$ cat config.mk
export PLATFORM = sky130hd
export DESIGN_NAME = wb_write_arbiter
export DESIGN_NICKNAME = d
export VERILOG_FILES = /design/src/rtl/rv_pkg.sv /design/src/rtl/wb_fifo.sv /design/src/rtl/wb_write_arbiter.sv
export SDC_FILE = /design/constraint.sdc
export NUM_CORES = 1
export LEC_CHECK = 0
export CAP_MARGIN = 20
export CORE_MARGIN = 4
export CORE_UTILIZATION = 55
export DETAILED_ROUTE_END_ITERATION = 6
export HOLD_SLACK_MARGIN = 0.02
export PLACE_DENSITY = 0.77
export SLEW_MARGIN = 20
export SYNTH_ARGS = -nofsm -noshare
export SYNTH_HDL_FRONTEND = slang
export SYNTH_SLANG_ARGS = --single-unit
$ cat constraint.sdc
create_clock -name clk -period 8.1 [get_ports clk]
set_input_delay 2.025 -clock clk [delete_from_list [all_inputs] [get_ports clk]]
set_output_delay 2.025 -clock clk [all_outputs]
set_load 0.05 [all_outputs]
$ cat src/rtl/rv_pkg.sv
// Shared register-file writeback definitions.
package rv_pkg;

  localparam int REG_AW = 5;
  localparam int XLEN   = 32;
  localparam logic [REG_AW-1:0] X0 = '0;

  typedef struct packed {
    logic              valid;
    logic [REG_AW-1:0] rd;
    logic [XLEN-1:0]   data;
  } wb_entry_t;

endpackage

$ cat src/rtl/wb_fifo.sv
// In-order buffer of pending memory writebacks, with per-entry rd/valid
// exposed so the hazard logic can see every outstanding destination.
module wb_fifo
  import rv_pkg::*;
#(
  parameter int DEPTH = 4,
  parameter int AW    = 2
) (
  input  logic                          clk,
  input  logic                          reset,
  input  logic                          push,
  input  logic [REG_AW-1:0]             push_rd,
  input  logic [XLEN-1:0]               push_data,
  input  logic                          pop,
  output wb_entry_t                     head,
  output logic [AW:0]                   count,
  output logic [DEPTH-1:0]              entry_valid,
  output logic [DEPTH-1:0][REG_AW-1:0]  entry_rd
);

  wb_entry_t       entries [DEPTH];
  logic [AW-1:0]   wr_ptr;
  logic [AW-1:0]   rd_ptr;

  assign head = entries[rd_ptr];

  // Flatten entry fields for the hazard comparators in the top level.
  always_comb begin
    entry_valid = '0;
    entry_rd    = '0;
    for (int i = 0; i < DEPTH; i++) begin
      entry_valid[i] = entries[i].valid;
      entry_rd[i]    = entries[i].rd;
    end
  end

  // Pointer, count and storage update; pointers wrap naturally at DEPTH.
  always_ff @(posedge clk or posedge reset) begin
    if (reset) begin
      wr_ptr <= '0;
      rd_ptr <= '0;
      count  <= '0;
      for (int i = 0; i < DEPTH; i++) begin
        entries[i] <= '0;
      end
    end else begin
      if (pop) begin
        entries[rd_ptr].valid <= 1'b0;
        rd_ptr <= rd_ptr + AW'(1);
      end
      if (push) begin
        entries[wr_ptr] <= '{valid: 1'b1, rd: push_rd, data: push_data};
        wr_ptr <= wr_ptr + AW'(1);
      end
      if (push && !pop) begin
        count <= count + (AW+1)'(1);
      end else if (pop && !push) begin
        count <= count - (AW+1)'(1);
      end
    end
  end

endmodule

$ cat src/rtl/wb_write_arbiter.sv
// Merges unstallable ALU results and buffered memory results onto the single
// register-file write port, and flags decode operands with pending writes.
module wb_write_arbiter
  import rv_pkg::*;
#(
  parameter int DEPTH = 4,
  parameter int AW    = 2
) (
  input  logic              clk,
  input  logic              reset,
  input  logic              alu_valid,
  input  logic [REG_AW-1:0] alu_rd,
  input  logic [XLEN-1:0]   alu_data,
  input  logic              mem_valid,
  output logic              mem_ready,
  input  logic [REG_AW-1:0] mem_rd,
  input  logic [XLEN-1:0]   mem_data,
  input  logic [REG_AW-1:0] rs1,
  input  logic [REG_AW-1:0] rs2,
  output logic              hazard_rs1,
  output logic              hazard_rs2,
  output logic              RegWrite,
  output logic [REG_AW-1:0] Rd,
  output logic [XLEN-1:0]   Write_data
);

  localparam logic [AW:0] FULL_COUNT = (AW+1)'(DEPTH);

  wb_entry_t                    head;
  logic [AW:0]                  count;
  logic [DEPTH-1:0]             entry_valid;
  logic [DEPTH-1:0][REG_AW-1:0] entry_rd;

  logic alu_write;
  logic mem_push;
  logic fifo_pop;

  // Writes to x0 are dropped on both paths; a memory x0 result is still
  // handshaken so the source is not blocked.
  assign mem_ready = (count != FULL_COUNT);
  assign alu_write = alu_valid && (alu_rd != X0);
  assign mem_push  = mem_valid && mem_ready && (mem_rd != X0);
  assign fifo_pop  = !alu_write && (count != '0);

  wb_fifo #(
    .DEPTH (DEPTH),
    .AW    (AW)
  ) u_fifo (
    .clk         (clk),
    .reset       (reset),
    .push        (mem_push),
    .push_rd     (mem_rd),
    .push_data   (mem_data),
    .pop         (fifo_pop),
    .head        (head),
    .count       (count),
    .entry_valid (entry_valid),
    .entry_rd    (entry_rd)
  );

  // Output register: ALU wins, otherwise drain the FIFO head, otherwise idle.
  always_ff @(posedge clk or posedge reset) begin
    if (reset) begin
      RegWrite   <= 1'b0;
      Rd         <= '0;
      Write_data <= '0;
    end else if (alu_write) begin
      RegWrite   <= 1'b1;
      Rd         <= alu_rd;
      Write_data <= alu_data;
    end else if (fifo_pop) begin
      RegWrite   <= 1'b1;
      Rd         <= head.rd;
      Write_data <= head.data;
    end else begin
      RegWrite   <= 1'b0;
    end
  end

  // A source is hazardous while it is buffered or sitting in the output
  // register that the register file has not yet latched.
  always_comb begin
    hazard_rs1 = 1'b0;
    hazard_rs2 = 1'b0;
    for (int i = 0; i < DEPTH; i++) begin
      if (entry_valid[i] && entry_rd[i] == rs1) hazard_rs1 = 1'b1;
      if (entry_valid[i] && entry_rd[i] == rs2) hazard_rs2 = 1'b1;
    end
    if (RegWrite && Rd == rs1) hazard_rs1 = 1'b1;
    if (RegWrite && Rd == rs2) hazard_rs2 = 1'b1;
    if (rs1 == X0) hazard_rs1 = 1'b0;
    if (rs2 == X0) hazard_rs2 = 1'b0;
  end

endmodule

==> results of run 1 <==
## cells in the mapped netlist
master	count	area share (%)
a21oi_1	36	1.9
a22o_1	5	0.46
buf_1	5	0.20
buf_12	6	1.3
buf_2	12	0.63
buf_6	7	0.83
clkbuf_1	14	0.55
dfrtp_1	197	52
fa_1	1	0.21
ha_1	9	1.2
inv_1	7	0.28
mux2_1	6	0.71
mux2_2	134	16
mux2_4	10	1.6
mux2i_1	36	3.8
mux4_2	37	8.8
nand2_1	10	0.40
nand2_2	2	0.13
nand2_8	2	0.42
nand3_1	12	0.63
nor2_1	38	1.5
nor2b_1	1	0.066
nor3_1	1	0.053
nor4_1	10	0.66
o211a_1	1	0.11
o21ai_0	2	0.11
o21ai_1	1	0.053
o22a_1	2	0.18
or4_1	4	0.32
xnor2_1	13	1.2
xor2_1	42	3.9
## routing by layer
| layer | vias up | global-route usage (%) | wire length, µm |
|---|---|---|---|
| met5 | - | 0 | 0 |
| met4 | 0 | 6.179 | 286 |
| met3 | 25 | 4.357 | 823 |
| met2 | 128 | 40.10 | 11190 |
| met1 | 3008 | 28.20 | 8850 |
| li1 | 2601 | - | - |
## power by group through the flow
stage	Combinational (mW)	Clock [mW]	Sequential, mW
3_5_place_dp	2.18	0	1.90
3_3_place_gp	2.11	0	1.85
2_1_floorplan	1.43	0	2.05
5_1_grt	2.32	0.903	1.94
4_1_cts	2.20	0.860	1.88
6_report	2.16	0.848	1.88
## sequential cells by signal (all words and copies together) (netlist names)
name                flops
Rd                      5
RegWrite                1
Write_data             32
u_fifo.count            3
u_fifo.entries        128
u_fifo.entry_rd        20
u_fifo.entry_valid      4
u_fifo.rd_ptr           2
u_fifo.wr_ptr           2
## placed cells by master, fill, tap and decap left out, types with 2 or more instances in the layout
| cell | Yosys | final |
|---|---|---|
| a21oi_1 | 36 | 36 |
| or4_1 | 4 | 4 |
| mux2_4 | 10 | 10 |
| clkinv_2 | 0 | 4 |
| clkdlybuf4s50_1 | 0 | 128 |
| a22o_1 | 5 | 5 |
| clkinvlp_4 | 0 | 2 |
| nand3_1 | 12 | 12 |
| ha_1 | 9 | 9 |
| nand2_1 | 10 | 10 |
| nand2_8 | 2 | 2 |
| mux2_2 | 134 | 134 |
| buf_4 | 0 | 4 |
| mux4_2 | 37 | 37 |
| mux2i_1 | 36 | 36 |
| o22a_1 | 2 | 2 |
| o21ai_0 | 2 | 2 |
| dfrtp_1 | 197 | 195 |
| inv_8 | 0 | 2 |
| inv_1 | 7 | 6 |
| clkbuf_16 | 0 | 17 |
| nor2_1 | 38 | 38 |
| nor4_1 | 10 | 10 |
| xor2_1 | 42 | 42 |
| bufinv_16 | 0 | 2 |
| clkbuf_8 | 0 | 3 |
| xnor2_1 | 13 | 13 |
| dfrtp_2 | 0 | 2 |
| mux2_1 | 6 | 6 |
| nand2_2 | 2 | 2 |
## final cells by class
type | count | area (µm²) | area share, %
clock buffers | 21 | 470.5 | 4.130
clock inverters | 11 | 123.9 | 1.087
inverters | 7 | 33.78 | 0.2965
multi-input cells | 415 | 4214 | 36.99
flip-flops and latches | 197 | 4932 | 43.29
well taps | 220 | 275.3 | 2.416
repair buffers | 134 | 1343 | 11.78
## metrics by stage
stage	instance area, µm²	cells
after floorplan	9484	663
after global routing	11390	1005
final	11390	1005
after global placement	10770	972
after CTS	11390	1005
after detailed placement	10790	973
## kinds of logic after synthesis
family                     count (synthesis)
xor gates and xnor gates                  55
adders and majority gates                 10
buffers and inverters                     51
and+or+nand+nor                           80
muxes                                    223
DFF                                      197
AOI/OAI and AO/OA                         47
## how the worst max path moves through the flow
stage	to	slack, ps	cells past startpoint
2_1_floorplan	Rd[0]	710	1
3_3_place_gp	hazard_rs1	1820	7
3_5_place_dp	hazard_rs2	1670	7
4_1_cts	hazard_rs2	1670	7
5_1_grt	hazard_rs2	1550	7
6_report	hazard_rs2	1670	7
==> metrics, run 1 <==
Max VDD drop 232.8 µV; setup tns final 0 ps; starting density of the core 56.59%; RSZ-0062 raised after global routing no; pins over their slew limit 0; CTS HTree Levels 4; Sw Share 36.59%; via count 5762; CTS max path bufs 2; Hold-fix buffers, CTS 0; drc violations 0; Syn Nets 761; Slowest-stage cell, CP clkdlybuf4s50_1; Layout Nets 870; switching pwr 1.791 mW; Min-Delay Endpoint u_fifo.entries[121]; largest family of logic cells by synthesized area multiplexers; Worst R2R Path Depth 5; min-delay src u_fifo.entries[121]; worst slew pin tran 1101 ps; Crit Reg-Reg Startpoint u_fifo.count[0]; 1st-pass router iterations 4; synthesized instance count 663; Critical Path Start Type input pin; mux contribution to synthesized area 30.79%; Skew-Pair Late Insertion Delay 430 ps; Setup WS post-layout 1670 ps; antenna violations before repair 0; Area Growth Syn to Fin 20.12%; WP data arrival 4400 ps; DR WL/cell 21.05 µm; Die Wd 139.3 µm; CP Class in -> out; R2R Path End u_fifo.entries[90]; placer congestion estimate 0.9040; Post-DP HPWL 13920 µm; Clock Sinks 197; CP top delay family buffers and inverters; simple-gate portion of the synthesized area 4.182%; flop and latch count out of synthesis 197; worst hold path type reg -> reg; sequential fraction of the synthesis area 51.98%; crit path max fanout 6; Synth Area in XOR/XNOR 5.079%; worst-case hold slack 498.7 ps; post-CTS setup buffers 0; CTS resizes 0; Internal 3.104 mW; fmax 0.1555 GHz; status finished clean; max cap viols 0; CP Cell Sequence clkdlybuf4s50_1, xor2_1, nor4_1, nand3_1, nand3_1, o22a_1, clkdlybuf4s50_1; die area 19410 µm²; root buf cell clkbuf_16; power per cell area 429.7 nW/µm²; Final Setup Violations 0; Synth Area in Compound Gates 2.810%; Hold Vio Cnt, Final 0; vias per cell 5.733; CTS clk-pin slew, worst paths 70 ps; worst reg2reg setup slack 5370 ps; Leakage 4.737 nW; total power 4.895 mW; number of global-route vias before repair 6550; IO buf count 128; Final Skew 9.016 ps; first-pass GRT wire length 34770 µm; final worst path period need 6430 ps; relative slew slack 26.37%; Slowest Stage Delay on Critical Path 810 ps; Core Footprint 16760 µm²; clock power share 17.3%; fill cell count 1230; mean post-synth cell area 14.30 µm²; Num CTS Buffers 17; mapped cell area 9484 µm²; I/O pins 129; DRT iter0 DRCs 250; largest net degree at the start of global routing 119; Data required, critical path 6080 ps; post-layout util 67.97%; fin crit share 79.38%; Post-Place Worst Slack 1674 ps; grt ovf 0; num rows 47; CTS tree done; Antenna diodes 0; YS warnings 0; Hold Crit Depth 1; worst path bufs/invs 2; library cells used by synthesis 31; post-route ant nets 0; Synth Area in Adders 1.398%; endpoint type of the worst setup path output port; Worst Setup SP rs2[3]; Die H 139.3 µm; total global-route track usage 22.51%; Logic pwr share 44.2%; DRT Wirelength 21150 µm; Flop pwr share 38.4%; share of cells above drive strength 1 28.92%
Power figures use the tool's default switching activity.
==> run 2, diff against run 1 <==
Settings changed: CORE_UTILIZATION 55 to 50, PLACE_DENSITY 0.77 to 0.74.
Clock period 8.1 ns to 5.4 ns, I/O delays scaled along.
==> run 2 against run 1 <==
Compared with the run above:
- non-clock buffer count rose by 3
- clock skew increased by 2.6 ps
- flip-flop and latch count stayed put
- critical path type unchanged
- utilization decreased by 6.7 points
==> metrics, run 2 (synthesis results as in run 1) <==
status finished clean; Core Footprint 18710 µm²; Antenna diodes 0; starting density of the core 50.70%; power per cell area 642.7 nW/µm²; Layout Nets 873; final worst path period need 5020 ps; endpoint type of the worst setup path output port; fmax 0.1992 GHz; Worst R2R Path Depth 11; Crit Reg-Reg Startpoint u_fifo.count[0]; DR top layer met4; placer congestion estimate 0.8803; vias per cell 5.563; Critical Path Start Type input pin; DR WL met2 11300 µm; I/O pins 129; worst-case hold slack 491.8 ps; WP data arrival 3670 ps; Min-Delay Endpoint u_fifo.entries[144]; CTS clk-pin slew, worst paths 70 ps; CTS HTree Levels 4; Die H 145.7 µm; R2R Path End u_fifo.count[2]; antenna violations before repair 0; Worst Setup SP rs2[3]; setup tns final 0 ps; Final Skew 11.61 ps; total global-route track usage 20.63%; fin crit share 92.97%; commonest non-fill, non-tap cell in the layout dfrtp_1; Skew-Pair Late Insertion Delay 430 ps; CP Class in -> out; largest net degree at the start of global routing 84; IO buf count 128; Hold-fix buffers, CTS 0; post-CTS setup buffers 0; CTS tree done; crit path max fanout 6; num rows 50; first-pass GRT wire length 34710 µm; die area 21240 µm²; Hold Crit Depth 1; DRT Wirelength 21470 µm; post-route ant nets 0; DR WL/cell 21.01 µm; Biggest register u_fifo.entries; Setup WS post-layout 379.8 ps; root buf cell clkbuf_16; share of cells above drive strength 1 29.19%; 1st-pass router iterations 4; pins over their slew limit 0; via count 5685; DRT iter0 DRCs 232; min-delay src u_fifo.entries[144]; Hold Vio Cnt, Final 0; Post-Place Worst Slack 413.4 ps; Die Wd 145.7 µm; worst slew pin tran 1124 ps; max cap viols 0; Met3 Wirelength 697 µm; max reg flops 128; Post-DP HPWL 14310 µm; post-layout util 61.32%; Area Growth Syn to Fin 20.94%; Routed met1 length 9268 µm; grt ovf 0; CTS max path bufs 2; post-route cell area 11470 µm²; CTS resizes 0; Max VDD drop 341.5 µV; worst hold path type reg -> reg; Data required, critical path 4050 ps; Leakage 4.762 nW; relative slew slack 25.07%; Num CTS Buffers 17; number of global-route vias before repair 6343; placed cell areas 10860 µm²; most frequent cells in the layout 195 x dfrtp_1, 134 x mux2_2, 128 x clkdlybuf4s50_1; Final Setup Violations 0; Clock Sinks 197; worst reg2reg setup slack 2600 ps; RSZ-0062 raised after global routing no; drc violations 0
-- run 2: how the worst max path moves through the flow --
stage	to	slack (ps)	cells after the start
after detailed placement	hazard_rs2	410	7
after global placement	hazard_rs2	450	7
after global routing	hazard_rs2	280	7
after floorplan	hazard_rs1	1450	6
final	hazard_rs2	380	7
after CTS	hazard_rs2	400	7
-- run 2: per-layer routing --
layer,GRT usage (%),vias to the layer above
met5,0,-
met4,5.318,0
met3,3.395,18
met2,36.38,122
met1,26.67,2939
li1,-,2606
-- run 2: report_power, final --
group / switching (mW) / internal, mW
clock network: 0.554 / 0.751
logic: 1.47 / 1.72
registers: 0.651 / 2.23
-- run 2: cell type report --
| cell class | instances | area [µm²] |
|---|---|---|
| clock buffer | 23 | 498.0 |
| multi-input combinational | 415 | 4214 |
| timing repair buffer | 137 | 1386 |
| fill | 1463 | 7236 |
| sequential | 197 | 4932 |
| clock inverter | 9 | 116.4 |
| tap | 234 | 292.8 |
| inverter | 7 | 30.03 |
-- run 2: critical path, stage by stage --
cell and delay (ps):
clkdlybuf4s50_1 570, xor2_1 210, nor4_1 350, nand3_1 120
nand3_1 100, o22a_1 150, clkdlybuf4s50_1 810
-- run 2: through the flow --
step | instances | total power [mW]
floorplan | 663 | 5.213
global placement | 990 | 5.973
detailed placement | 990 | 6.130
CTS | 1022 | 7.453
global route | 1022 | 7.797
finish | 1022 | 7.371
==> run 3, diff against run 2 <==
Settings changed: CORE_UTILIZATION 50 to 55, PLACE_DENSITY 0.74 to 0.77.
Clock period 5.4 ns to 5.5 ns, I/O delays scaled along.
==> run 3 against run 2 <==
Compared with the run above:
- first-iteration DRC count increased by 25%
- utilization increased by 6.9 points
- total power decreased by 2.0%
- global-route usage increased by 1.6 points
- flip-flop and latch count unchanged
- register-to-register slack improved by 430 ps
- die area decreased by 8.6%
- clock power about the same
- critical path depth unchanged
- combinational power about the same
- via count increased by 2.2%
- critical endpoint unchanged
==> metrics, run 3 (synthesis results as in run 1) <==
fin crit share 92.04%; Logic pwr share 44.0%; RSZ-0062 raised after global routing no; crit path max fanout 6; CTS resizes 0; Die H 139.3 µm; max cap viols 0; post-CTS setup buffers 0; Final Setup Violations 0; CTS max path bufs 2; num rows 47; post-route ant nets 0; drc violations 0; total global-route track usage 22.20%; DRT Wirelength 20920 µm; most frequent cells in the layout 195 x dfrtp_1, 134 x mux2_2, 128 x clkdlybuf4s50_1; Num CTS Buffers 17; relative slew slack 50.09%; Max VDD drop 370.5 µV; DR WL/cell 20.77 µm; Hold-fix buffers, CTS 0; worst reg2reg setup slack 3030 ps; Skew-Pair Late Insertion Delay 430 ps; clock power share 17.6%; 1st-pass router iterations 4; CTS clk-pin slew, worst paths 70 ps; DRT iter0 DRCs 291; I/O pins 129; placer congestion estimate 0.8942; Internal 4.582 mW; antenna violations before repair 1; Final Skew 8.376 ps; setup tns final 0 ps; grt ovf 0; Core Footprint 16760 µm²; largest net degree at the start of global routing 198; Area Growth Syn to Fin 20.50%; CTS tree done; post-layout util 68.19%; max reg flops 128; power per cell area 632.3 nW/µm²; share of cells above drive strength 1 28.97%; pins over their slew limit 0; CP Class in -> out; switching pwr 2.644 mW; Flop pwr share 38.4%; status finished clean; worst slew pin tran 748.7 ps; starting density of the core 56.59%; Leakage 4.744 nW; WP data arrival 3690 ps; Post-DP HPWL 13820 µm; Layout Nets 872; IO buf count 128; Hold Vio Cnt, Final 0; Clock Sinks 197; root buf cell clkbuf_16; Biggest register u_fifo.entries; Die Wd 139.3 µm; first-pass GRT wire length 34080 µm; final worst path period need 5062 ps; Data required, critical path 4120 ps; endpoint type of the worst setup path output port; worst hold path type reg -> reg; Critical Path Start Type input pin; CTS HTree Levels 4; number of global-route vias before repair 6435; commonest non-fill, non-tap cell in the layout dfrtp_1; fmax 0.1975 GHz; die area 19410 µm²; vias per cell 5.769; Antenna diodes 0; Sw Share 36.59%; via count 5809
-- run 3: power by group through the flow --
stage / sequential [mW] / combinational [mW] / clock, mW
after floorplan: 3.02 / 2.10 / 0
after detailed placement: 2.79 / 3.20 / 0
after global placement: 2.72 / 3.10 / 0
after global routing: 2.87 / 3.41 / 1.36
after CTS: 2.78 / 3.22 / 1.30
final: 2.77 / 3.18 / 1.27
-- run 3: cell type report --
type / instances / area (µm²)
clock buffer: 19 / 432.9
tap: 220 / 275.3
clock inverter: 13 / 170.2
fill: 1226 / 5331
multi-input combinational: 415 / 4214
timing repair buffer: 136 / 1374
inverter: 7 / 30.03
sequential: 197 / 4932
-- run 3: through the flow --
step	setup WS [ps]	power (mW)	cells	hold WS [ps]	area [µm²]
floorplan	1498	5.118	663	459.5	9488
global placement	531.3	5.821	974	468.9	10800
detailed placement	440.9	5.997	974	481.5	10800
CTS	432.4	7.293	1006	496.6	11400
global route	337.6	7.645	1007	515.4	11430
finish	438.0	7.226	1007	497.0	11430
-- run 3: routing by layer --
layer	vias up	track usage [%]	wire (µm)
li1	2605	-	-
met1	3009	27.92	8714
met2	153	38.65	10870
met3	40	4.597	873
met4	2	7.209	446
met5	-	0	13
-- run 3: path summary, 6_finish.rpt --
check	startpoint	end	cells after the start
max	rs2[3]	hazard_rs2	7
min	u_fifo.entries[145]	u_fifo.entries[145]	1
max reg2reg	u_fifo.count[0]	u_fifo.entries[81]	6
min reg2reg	u_fifo.entries[145]	u_fifo.entries[145]	1
max in group asynchronous	reset	u_fifo.entries[12]	4
min in group asynchronous	reset	u_fifo.entries[121]	3
-- run 3: critical path, cell delays in order --
cell and delay, ps:
clkdlybuf4s50_1 590, xor2_1 230, nor4_1 320, nand3_1 120, nand3_1 100, o22a_1 140, clkdlybuf4s50_1 810
